`config.mk`:
```
export PLATFORM = sky130hd
export DESIGN_NAME = pet_stats_engine
export DESIGN_NICKNAME = d
export VERILOG_FILES = /design/src/rtl/pet_stats_engine.sv
export SDC_FILE = /design/constraint.sdc
export NUM_CORES = 1
export LEC_CHECK = 0
export ABC_AREA = 1
export CELL_PAD_IN_SITES_DETAIL_PLACEMENT = 0
export CELL_PAD_IN_SITES_GLOBAL_PLACEMENT = 1
export CORE_MARGIN = 5
export CORE_UTILIZATION = 37
export DETAILED_ROUTE_END_ITERATION = 8
export PLACE_DENSITY_LB_ADDON = 0.1
export SLEW_MARGIN = 25
export SYNTH_ARGS = -nofsm -noshare
export SYNTH_HDL_FRONTEND = slang
export SYNTH_SLANG_ARGS = --single-unit
```
`constraint.sdc`:
```
create_clock -name clk -period 5.1 [get_ports clk]
set_clock_uncertainty 0.2 [all_clocks]
set_input_delay 0.51 -clock clk [delete_from_list [all_inputs] [get_ports clk]]
set_output_delay 0.51 -clock clk [all_outputs]
set_load 0.05 [all_outputs]
```
`src/rtl/pet_stats_engine.sv`:
```
// Virtual-pet stat engine: stats decay on a prescaled tick under random
// selection, care commands adjust them, and a mood FSM tracks the pet's health.
module pet_stats_engine #(
  parameter int          NUM_STATS  = 6,
  parameter int          STAT_W     = 4,
  parameter logic [23:0] MAX_COUNT  = 24'd10_000_000,
  parameter int          LOW_THRESH = 3,
  parameter int          DEAD_TICKS = 8
) (
  input  logic                          clk,
  input  logic                          reset,
  input  logic [7:0]                    random,
  input  logic                          cmd_valid,
  output logic                          cmd_ready,
  input  logic [3:0]                    cmd_stat,
  input  logic                          cmd_op,
  input  logic [STAT_W-1:0]             cmd_amount,
  output logic                          cmd_err,
  output logic                          tick,
  output logic [NUM_STATS*STAT_W-1:0]   stats_flat,
  output logic [NUM_STATS-1:0]          low_mask,
  output logic [1:0]                    mood
);

  localparam logic [1:0] MOOD_HAPPY    = 2'd0;
  localparam logic [1:0] MOOD_NEEDY    = 2'd1;
  localparam logic [1:0] MOOD_CRITICAL = 2'd2;
  localparam logic [1:0] MOOD_DEAD     = 2'd3;
  localparam int HALF   = (NUM_STATS + 1) / 2;
  localparam int CRIT_W = $clog2(DEAD_TICKS + 1);
  localparam logic [STAT_W-1:0] STAT_INIT = {1'b1, {(STAT_W-1){1'b0}}};
  localparam logic [STAT_W-1:0] STAT_MAX  = '1;
  localparam logic [CRIT_W:0]   DEAD_LIM  = (CRIT_W+1)'(DEAD_TICKS);

  logic [23:0]       presc_reg;
  logic              tick_reg;
  logic              err_reg;
  logic [1:0]        mood_reg, mood_next, mood_eval;
  logic [CRIT_W-1:0] crit_reg;
  logic [CRIT_W:0]   crit_inc;
  logic              dead_now;
  logic              cmd_accept;
  logic [4:0]        zero_cnt;
  logic              any_low;
  logic [STAT_W-1:0] stat_reg  [NUM_STATS];
  logic [STAT_W-1:0] stat_next [NUM_STATS];

  assign cmd_ready  = !tick_reg && (mood_reg != MOOD_DEAD);
  assign cmd_accept = cmd_valid && cmd_ready;
  assign tick       = tick_reg;
  assign cmd_err    = err_reg;
  assign mood       = mood_reg;

  always_ff @(posedge clk) begin
    if (reset) begin
      presc_reg <= '0;
      tick_reg  <= 1'b0;
      err_reg   <= 1'b0;
    end else begin
      presc_reg <= (presc_reg == MAX_COUNT - 24'd1) ? 24'd0 : presc_reg + 24'd1;
      tick_reg  <= (presc_reg == MAX_COUNT - 24'd1);
      err_reg   <= cmd_accept && (32'(cmd_stat) >= NUM_STATS);
    end
  end

  // Per-stat next value: decay has priority over a command, and DEAD freezes everything
  generate
    for (genvar gi = 0; gi < NUM_STATS; gi++) begin : g_stat
      logic [STAT_W:0]   sum;
      logic [STAT_W-1:0] cmd_val;
      logic              cmd_hit;
      assign sum     = {1'b0, stat_reg[gi]} + {1'b0, cmd_amount};
      assign cmd_hit = cmd_accept && (cmd_stat == 4'(gi));
      assign cmd_val = cmd_op ? ((stat_reg[gi] < cmd_amount) ? '0 : stat_reg[gi] - cmd_amount)
                              : (sum[STAT_W] ? STAT_MAX : sum[STAT_W-1:0]);
      assign stat_next[gi] = (mood_reg == MOOD_DEAD) ? stat_reg[gi] :
                             tick_reg ? ((random[gi % 8] && stat_reg[gi] != '0) ? stat_reg[gi] - 1'b1
                                                                                 : stat_reg[gi]) :
                             cmd_hit ? cmd_val : stat_reg[gi];
      assign stats_flat[gi*STAT_W +: STAT_W] = stat_reg[gi];
      assign low_mask[gi] = 32'(stat_reg[gi]) <= LOW_THRESH;
    end
  endgenerate

  always_ff @(posedge clk) begin
    for (int i = 0; i < NUM_STATS; i++) begin
      stat_reg[i] <= reset ? STAT_INIT : stat_next[i];
    end
  end

  always_comb begin
    zero_cnt = '0;
    any_low  = 1'b0;
    for (int i = 0; i < NUM_STATS; i++) begin
      if (stat_reg[i] == '0) zero_cnt = zero_cnt + 5'd1;
      if (low_mask[i]) any_low = 1'b1;
    end
    mood_eval = (zero_cnt >= 5'(HALF)) ? MOOD_CRITICAL :
                any_low                ? MOOD_NEEDY    : MOOD_HAPPY;
  end

  assign crit_inc = {1'b0, crit_reg} + 1'b1;
  assign dead_now = tick_reg && (mood_reg == MOOD_CRITICAL) && (crit_inc >= DEAD_LIM);

  always_comb begin
    mood_next = mood_eval;
    if (mood_reg == MOOD_DEAD || dead_now) mood_next = MOOD_DEAD;
  end

  always_ff @(posedge clk) begin
    if (reset) begin
      mood_reg <= MOOD_HAPPY;
      crit_reg <= '0;
    end else begin
      mood_reg <= mood_next;
      if (mood_reg != MOOD_CRITICAL) crit_reg <= '0;
      else if (tick_reg)             crit_reg <= crit_inc[CRIT_W-1:0];
    end
  end

  // Random bits beyond the stat count are intentionally ignored
  logic unused_random;
  assign unused_random = ^random;

endmodule

```
* After elaboration in Yosys (flattened, before gate mapping) *
Memory sizes are Yosys's and may differ from the RTL's.
Cells that the tools add are included.

storage, ports and cells
  register bits = 32
  RAM bits = 24
  input bits = 20
  output and inout port bits = 35
  word-level logic and storage cells = 153
  memories = 1

operators by class
  $add $sub $neg = 25
  magnitude comparators = 15
  equal/unequal tests = 10
  multiplexer cells = 63
  reductions and logical operators = 34

memory list
  name      words  width  read ports  clocked after Yosys merged registers in  wr ports  line  RTL
  stat_reg  6      4      6           0                                        6         45    logic [STAT_W-1:0] stat_reg [NUM_STATS];

operators by type and width
  kind                                                 number
  two-way mux 4 bit                                    48
  adder 4 x 4 -> 5 bit                                 6
  zero test 4 bit                                      7
  two-way mux 5 bit                                    5
  adder 24 x 1 -> 24 bit, second input constant        1
  == test 24 bit, second input constant                1
  <= comparator 4 x 2 -> 1 bit, second input constant  6
  less-than comparator 4 bit                           6
  nonzero test 4 bit                                   6
  subtractor 4 x 1 -> 4 bit, second input constant     6
  subtractor 4 bit                                     6
  adder 5 x 1 -> 5 bit, second input constant          4
  logical AND 1 bit                                    17
  == test 4 x 2 -> 1 bit, second input constant        2
  == test 4 x 3 -> 1 bit, second input constant        2
  two-way mux 1 bit                                    8
  adder 4 x 1 -> 5 bit, second input constant          1
  >= comparator 5 x 2 -> 1 bit, second input constant  1
  >= comparator 5 x 4 -> 1 bit, second input constant  1
  == test 2 bit, second input constant                 2
  == test 4 x 1 -> 1 bit, second input constant        1
  >= comparator 4 x 3 -> 1 bit, second input constant  1
  two-way mux 2 bit                                    2
  inequality test 2 bit, second input constant         2
  other kinds (4)                                      5

* Depth between registers and ports, before layout *
Gate-level depths: netlist of run 1.
An unclocked memory read counts as a cell.

  depth after elaboration = 16
  mapped depth = 22
  mapped depth without buffers = 22

* Least setup slack after synthesis of run 1 *
Ideal clock, no wire load.

  path kind = reg-to-reg
  start point = memory stat_reg[0][2]
  end point = register mood_reg[1] (netlist: mood[1])
  library setup time = 131 ps
  arrival time = 3,367 ps
  required time = 4,769 ps
  path slack = 1,402 ps
  cell stages (with the launch flop) = 19
  path buffers = 0
  period minus slack after synthesis = 3,698 ps
  cell sequence = dfxtp_1 > nor2_1 > nand2_1 > ha_1 > nand3_1 > nand2_1 > nand2_1 > nand3_1 > nand2_1 > ha_1 > nand2_1 > nand2_1 > ha_1 > nand2_1 > nand2_1 > nand2_1 > nand2_1 > inv_1 > a31oi_1

RTL lines
  what                  line  RTL
  start, declared       45
  end signal, assigned  115   mood_reg <= mood_next;
  end, declared         38    logic [1:0] mood_reg, mood_next, mood_eval;

==> results of run 1 <==
==> cell usage in the layout (no fill, tap or decap), drive strengths merged, types with 10 or more instances in the layout <==
cell type      count
a21oi             62
a31oi             14
clkdlybuf4s50     52
dfxtp             56
fa                12
ha                69
inv              113
nand2            126
nand3             33
nand4             10
nor2              75
nor3              16
o21ai             53
o31ai             11
xnor2             11
xor2              21
==> worst max-delay path: stages <==
cell             delay [ns]
clkdlybuf4s50_1        0.45
buf_4                  0.27
inv_1                  0.39
fa_1                   0.56
or2_2                  0.30
a21oi_1                0.11
or2_2                  0.13
nand2_1                0.08
a21oi_1                0.21
nor3_1                 0.06
a211oi_1               0.18
==> final timing paths <==
| kind | slack [ns] | cells past startpoint | endpoint | start |
|---|---|---|---|---|
| max reg2reg | 1.87 | 20 | mood[1] | stat_reg[0][1] |
| max | 1.84 | 11 | stat_reg[4][0] | cmd_amount[1] |
| min reg2reg | 0.27 | 1 | presc_reg[0] | presc_reg[0] |
| min | 0.27 | 1 | presc_reg[0] | presc_reg[0] |
==> where the power goes <==
part | switching, mW | leakage (nW) | internal [mW] | total, mW
combinational | 0.148 | 2.27 | 0.0876 | 0.236
clock | 0.188 | 0.0719 | 0.187 | 0.375
sequential | 0.0108 | 0.453 | 0.444 | 0.455
==> per-layer routing <==
layer	track usage, %	wire (um)	vias up
met5	0	0	-
met4	4.40	212	0
met3	3.38	664	14
met2	30.1	6660	87
met1	24.0	7130	2268
li1	-	-	2563
==> logic make-up after synthesis <==
group           share of synthesized area, %
compound gates                          18.4
xor+xnor                                5.30
fa+ha+maj                               20.9
buf+inv                                 9.15
flops                                   21.2
simple gates                            25.0
==> area by class of cell <==
cell class / instances / area (um2)
fill: 1407 / 7790
multi-input combinational: 560 / 3680
sequential: 56 / 1120
timing repair buffer: 55 / 543
inverter: 112 / 420
tap: 180 / 225
clock buffer: 5 / 125
clock inverter: 3 / 27.5
==> stage by stage <==
stage               cell area (um2)  instances  hold slack, ns  setup WS [ns]  total power [mW]
floorplan                      5290        745           0.230           1.40             0.625
global placement               5990        963           0.243           1.55             0.698
detailed placement             5990        963           0.265           1.51             0.701
CTS                            6150        971           0.285           1.82              1.08
global route                   6150        971           0.328           1.53              1.13
finish                         6150        971           0.271           1.84              1.07
==> flow_summary_export.csv, run 1 <==
group,metric,value,unit
outcome,run_status,"finished clean",
setup_path,worstSetupPathType,"input pin to flip-flop",
detailed_routing,route.antenna.remaining_nets,0,
floorplan,die_w,130,um
logic_synthesis,synth-async-reset-ratio,0,%
power_and_ir_drop,leakage_component_of_the_power,2.80,nW
timing,worst-slew-pin-transition,0.826,ns
floorplan,io_pins,55,
layout,syn_to_final_growth,16.2,%
detailed_routing,detail_route.first_pass.iterations,6,
cts,worstSkewPairLatency,0.31,ns
logic_synthesis,synthDominantAreaCellType,"dfxtp_1",
logic_synthesis,seq_area_frac_synth,21.2,%
layout,nNetsFinal,891,
floorplan,initial_utilization,38.0,%
cts,htree_levels,2,
logic_synthesis,synth_top_cells_by_count,"nand2_1, inv_1, ha_1, nor2_1, a21oi_1",
setup_path,critical_path.max_fanout,13,
cts,post-cts-setup-buffers,0,
detailed_routing,post_drt_wl_per_cell,15.1,um
detailed_routing,wirelength,14.7,mm
cts,post_cts_hold_buffer_count,0,
global_routing,grt_max_degree,25,
setup_path,critical_path.endpoint_type,"flip-flop",
logic_synthesis,synth_top_flop_cell,"dfxtp_1",
worst_hold_path,worstHoldPathType,"flip-flop to flip-flop",
logic_synthesis,synth_edf_count,0,
logic_synthesis,yosysWarningCount,0,
place,io_buffer_count,52,
global_routing,wire_length_of_the_first_global_routing_pass,24.3,mm
setup_path,worstPathArrival,3.27,ns
global_routing,grt.overflow.total,0,
layout,insertedDiodeCount,0,
power_and_ir_drop,max-vdd-ir-drop,0.000120,V
cts,path_clk_slew,0.08,ns
timing,maxSlewHeadroom,44.8,%
floorplan,die-area,16800,um2
logic_synthesis,yosys-top-cells-area,"dfxtp_1, ha_1, nand2_1",
place,globalplace.congestion,0.875,
floorplan,chipHeight,130,um
logic_synthesis,postSynthNetCount,846,
cts,cts_max_path_buffers,2,
power_and_ir_drop,power-per-cell-area,173,nW/um2
global_routing,antenna_found_initial,0,
job,max_cap_violations,0,
floorplan,num_rows,43,
timing,total_count_of_max_transition_violations_in_the_final_report,0,
cts,clock_sinks,56,
timing,max_clock_freq,0.307,GHz
floorplan,core_ar,13900,um2
setup_path,worst-endpoint-required,5.12,ns
timing,fin_crit_sh,63.9,%
timing,unrepaired_setup_endpoints_after_global_routing,"no",
detailed_routing,number_of_drc_violations_after_detailed_routing,0,
logic_synthesis,yosys.cell_count.top_type,"nand2_1",
global_routing,grt_util_all_layers,18.0,%
place,dpl.hpwl,11.1,mm
logic_synthesis,netlist.area_leader.share,21.2,%
layout,drive_above_1_share,5.31,%
timing,report.final.setup_viol,0,
logic_synthesis,yosys.cell_types.count,46,
detailed_routing,detail_route.vias_per_cell,5.08,
detailed_routing,initialDrtViolationCount,256,
timing,period_minus_slack,3.26,ns
global_routing,first_global_vias,4900,
timing,final-hold-violation-count,0,
detailed_routing,vias,4932,
logic_synthesis,yosys_register_bits,56,
setup_path,setup.worst_path.start_class,"input pin",
logic_synthesis,syn-cell-area,5290,um2
cts,tritoncts_buffer_count,5,
logic_synthesis,syn_inst,745,
layout,finalCoreUtilization,44.1,%
cts,tritoncts_clock_tree,"built",
timing,fin_setup_tns,0,ns
cts,cell_at_the_root_of_the_clock_tree,"clkbuf_16",
cts,postCtsResizedCells,0,
logic_synthesis,synth_area_per_cell,7.10,um2
(Power assumes the default switching activity.)
==> inputs of run 2 (changes only) <==
clock period = 2.6 ns   (was 5.1 ns; I/O delays follow)
==> run 2 against run 1 <==
Critical path depth is 11 higher. Critical path type is now flip-flop to flip-flop. Worst setup slack got worse by 1.9 ns. The flow now finishes with violations (negative setup slack). Clock power increased by 90%. Combinational power rose to 2.5 times the previous value. Utilization rose by 6.8 points. First-iteration DRC count shrank 15%. Wire length grew 9.6%. Sequential share of layout area down 2.0 points. Clock-buffer cell count unchanged.
==> flow_summary_export.csv, run 2 (same netlist as run 1, synthesis figures left out) <==
group,metric,value,unit
setup_path,worst-endpoint-required,2.62,ns
setup_path,path_cells,"inv_4 -> ha_4 -> nand2_4 -> ha_4 -> inv_2 -> nand2_2 -> nand2_2 -> inv_2 -> nand2_2 -> nand3_2 -> nand2_2 -> buf_4 -> buf_4 -> nand2_2 -> nand2_2 -> ha_4 -> nand2_1 -> nand2_1 -> nand2_2 -> nand2_1 -> inv_1 -> a31oi_1",
worst_hold_path,worst_hold_path.endpoint,"presc_reg[0]",
setup_path,timing.critical_path.mode_cell,"nand2_2",
cts,cell_at_the_root_of_the_clock_tree,"clkbuf_16",
setup_path,crit_path_max_incr_delay,0.36,ns
global_routing,antenna_found_initial,0,
floorplan,die_w,130,um
worst_hold_path,worstHoldPathType,"flip-flop to flip-flop",
cts,worstSkewPairLatency,0.30,ns
global_routing,grt_util_all_layers,19.5,%
setup_path,critical_path.max_fanout,4,
worst_hold_path,hold_depth,1,
timing,fin_ws,-0.0370,ns
global_routing,grt_max_degree,25,
detailed_routing,post_drt_wl_per_cell,15.0,um
timing,unrepaired_setup_endpoints_after_global_routing,"yes",
floorplan,initial_utilization,38.0,%
detailed_routing,vias,5383,
place,dpl.hpwl,12.7,mm
layout,insertedDiodeCount,0,
power_and_ir_drop,power-per-cell-area,309,nW/um2
power_and_ir_drop,comb_power_share,27.1,%
outcome,run_status,"finished with violations",
setup_path,worstPathArrival,2.66,ns
floorplan,core_ar,13900,um2
timing,total_count_of_max_transition_violations_in_the_final_report,0,
global_routing,wire_length_of_the_first_global_routing_pass,26.5,mm
detailed_routing,initialDrtViolationCount,218,
layout,drive_above_1_share,21.7,%
setup_path,crit-reg2reg-launch,"stat_reg[1][0]",
cts,htree_levels,2,
setup_path,r2r-end,"mood[1]",
detailed_routing,number_of_drc_violations_after_detailed_routing,0,
floorplan,num_rows,43,
place,dpl_worst_slack,-0.218,ns
place,globalplace.congestion,0.844,
power_and_ir_drop,clkPwrFrac,32.6,%
power_and_ir_drop,p_sw_share,31.8,%
setup_path,setup.worst_path.start_class,"flip-flop",
layout,layout_commonest_cell,"nand2_1",
job,max_cap_violations,0,
worst_hold_path,min-delay-start,"presc_reg[0]",
power_and_ir_drop,leakage_component_of_the_power,3.28,nW
setup_path,critical_path.n_buffers_inverters,6,
power_and_ir_drop,max-vdd-ir-drop,0.000317,V
place,post-place-cells,1056,
detailed_routing,route.antenna.remaining_nets,0,
layout,most-common-layout-cells,"nand2_1, inv_1, buf_4",
outcome,violations_in_the_final_reports,"negative setup slack",
setup_path,critical_path.endpoint_type,"flip-flop",
cts,clock_sinks,56,
global_routing,first_global_vias,5437,
global_routing,grt.overflow.total,0,
detailed_routing,detail_route.vias_per_cell,5.04,
power_and_ir_drop,power_switching,696,uW
layout,finalNonFillerCells,1069,
floorplan,io_pins,55,
power_and_ir_drop,cellInternalPower,1.49,mW
timing,final-hold-violation-count,0,
setup_path,r2r.worst_path.cells,22,
floorplan,die-area,16800,um2
layout,nNetsFinal,989,
detailed_routing,detail_route.first_pass.iterations,5,
power_and_ir_drop,finalPower,2.19,mW
setup_path,worstSetupPathType,"flip-flop to flip-flop",
setup_path,critical-path-top-delay-family,"simple AND/OR/NAND/NOR gates",
cts,path_clk_slew,0.08,ns
cts,tritoncts_buffer_count,5,
detailed_routing,wirelength,16.1,mm
timing,report.final.setup_viol,2,
layout,syn_to_final_growth,34.0,%
cts,tritoncts_clock_tree,"built",
cts,cts_max_path_buffers,2,
timing,period_minus_slack,2.64,ns
timing,fin_crit_sh,101,%
floorplan,chipHeight,130,um
timing,max_clock_freq,0.379,GHz
timing,worst-slew-pin-transition,0.513,ns
setup_path,worst-r2r-setup-slack,-0.04,ns
power_and_ir_drop,sequentialPowerShare,40.3,%
place,io_buffer_count,52,
timing,maxSlewHeadroom,65.7,%
setup_path,crit_path_top_delay_cell,"dfxtp_4",
==> run 2: cell type report <==
class / instances / area [um2]
well taps: 180 / 225
clock inverters: 3 / 23.8
flip-flops and latches: 56 / 1150
inverters: 112 / 428
clock buffers: 5 / 125
repair buffers: 153 / 1280
fillers: 1375 / 6850
multi-input cells: 560 / 3850
==> run 2: power by group through the flow <==
stage / clock network, mW / registers (mW) / logic [mW]
2_1_floorplan: 0 / 0.939 / 0.286
3_3_place_gp: 0 / 0.900 / 0.562
3_5_place_dp: 0 / 0.901 / 0.572
4_1_cts: 0.743 / 0.881 / 0.588
5_1_grt: 0.775 / 0.884 / 0.659
6_report: 0.714 / 0.881 / 0.592
==> run 2: worst max-delay path by stage <==
stage               cells after the start      startpoint              to  slack [ns]
floorplan                              20  stat_reg[0][3]         mood[1]       -0.27
global placement                       11   cmd_amount[0]  stat_reg[4][1]       -0.16
detailed placement                     21  stat_reg[1][0]         mood[0]       -0.22
CTS                                    21  stat_reg[1][1]         mood[0]       -0.05
global route                           22  stat_reg[1][0]         mood[1]       -0.22
finish                                 22  stat_reg[1][0]         mood[1]       -0.04
==> run 2: layer usage <==
| metal | global-route usage, % | vias up | part of all wire [%] |
|---|---|---|---|
| met2 | 34.1 | 93 | 47 |
| li1 | - | 2764 | - |
| met1 | 25.8 | 2507 | 48 |
| met5 | 0 | - | 0 |
| met3 | 2.64 | 19 | 3.7 |
| met4 | 3.79 | 0 | 1.4 |
==> run 2: stage by stage <==
stage | instance area, um2 | TNS [ns] | hold WS [ns] | util [%]
floorplan | 5360 | -0.538 | 0.226 | -
global placement | 6760 | -2.55 | 0.243 | 48.5
detailed placement | 6760 | -3.15 | 0.258 | 48.5
CTS | 7050 | -0.0918 | 0.278 | 50.6
global route | 7090 | -0.419 | 0.328 | 50.9
finish | 7090 | -0.0686 | 0.269 | 50.9
==> run 2: what timing repair did <==
item,CTS,global route
setup buffers,4,1
hold buffers,0,0
pin swaps,17,13
hold endpoints to repair,0,0
endpoints found under the setup margin,2,10
resized for setup,31,12
==> run 2: worst reg2reg max path, delay by kind of cell, from the launching register on <==
family          cells  cell delay, ns
simple gates       12            0.74
fa+ha+maj           3            0.69
buf+inv             6            0.45
flops               1            0.36
compound gates      1            0.14
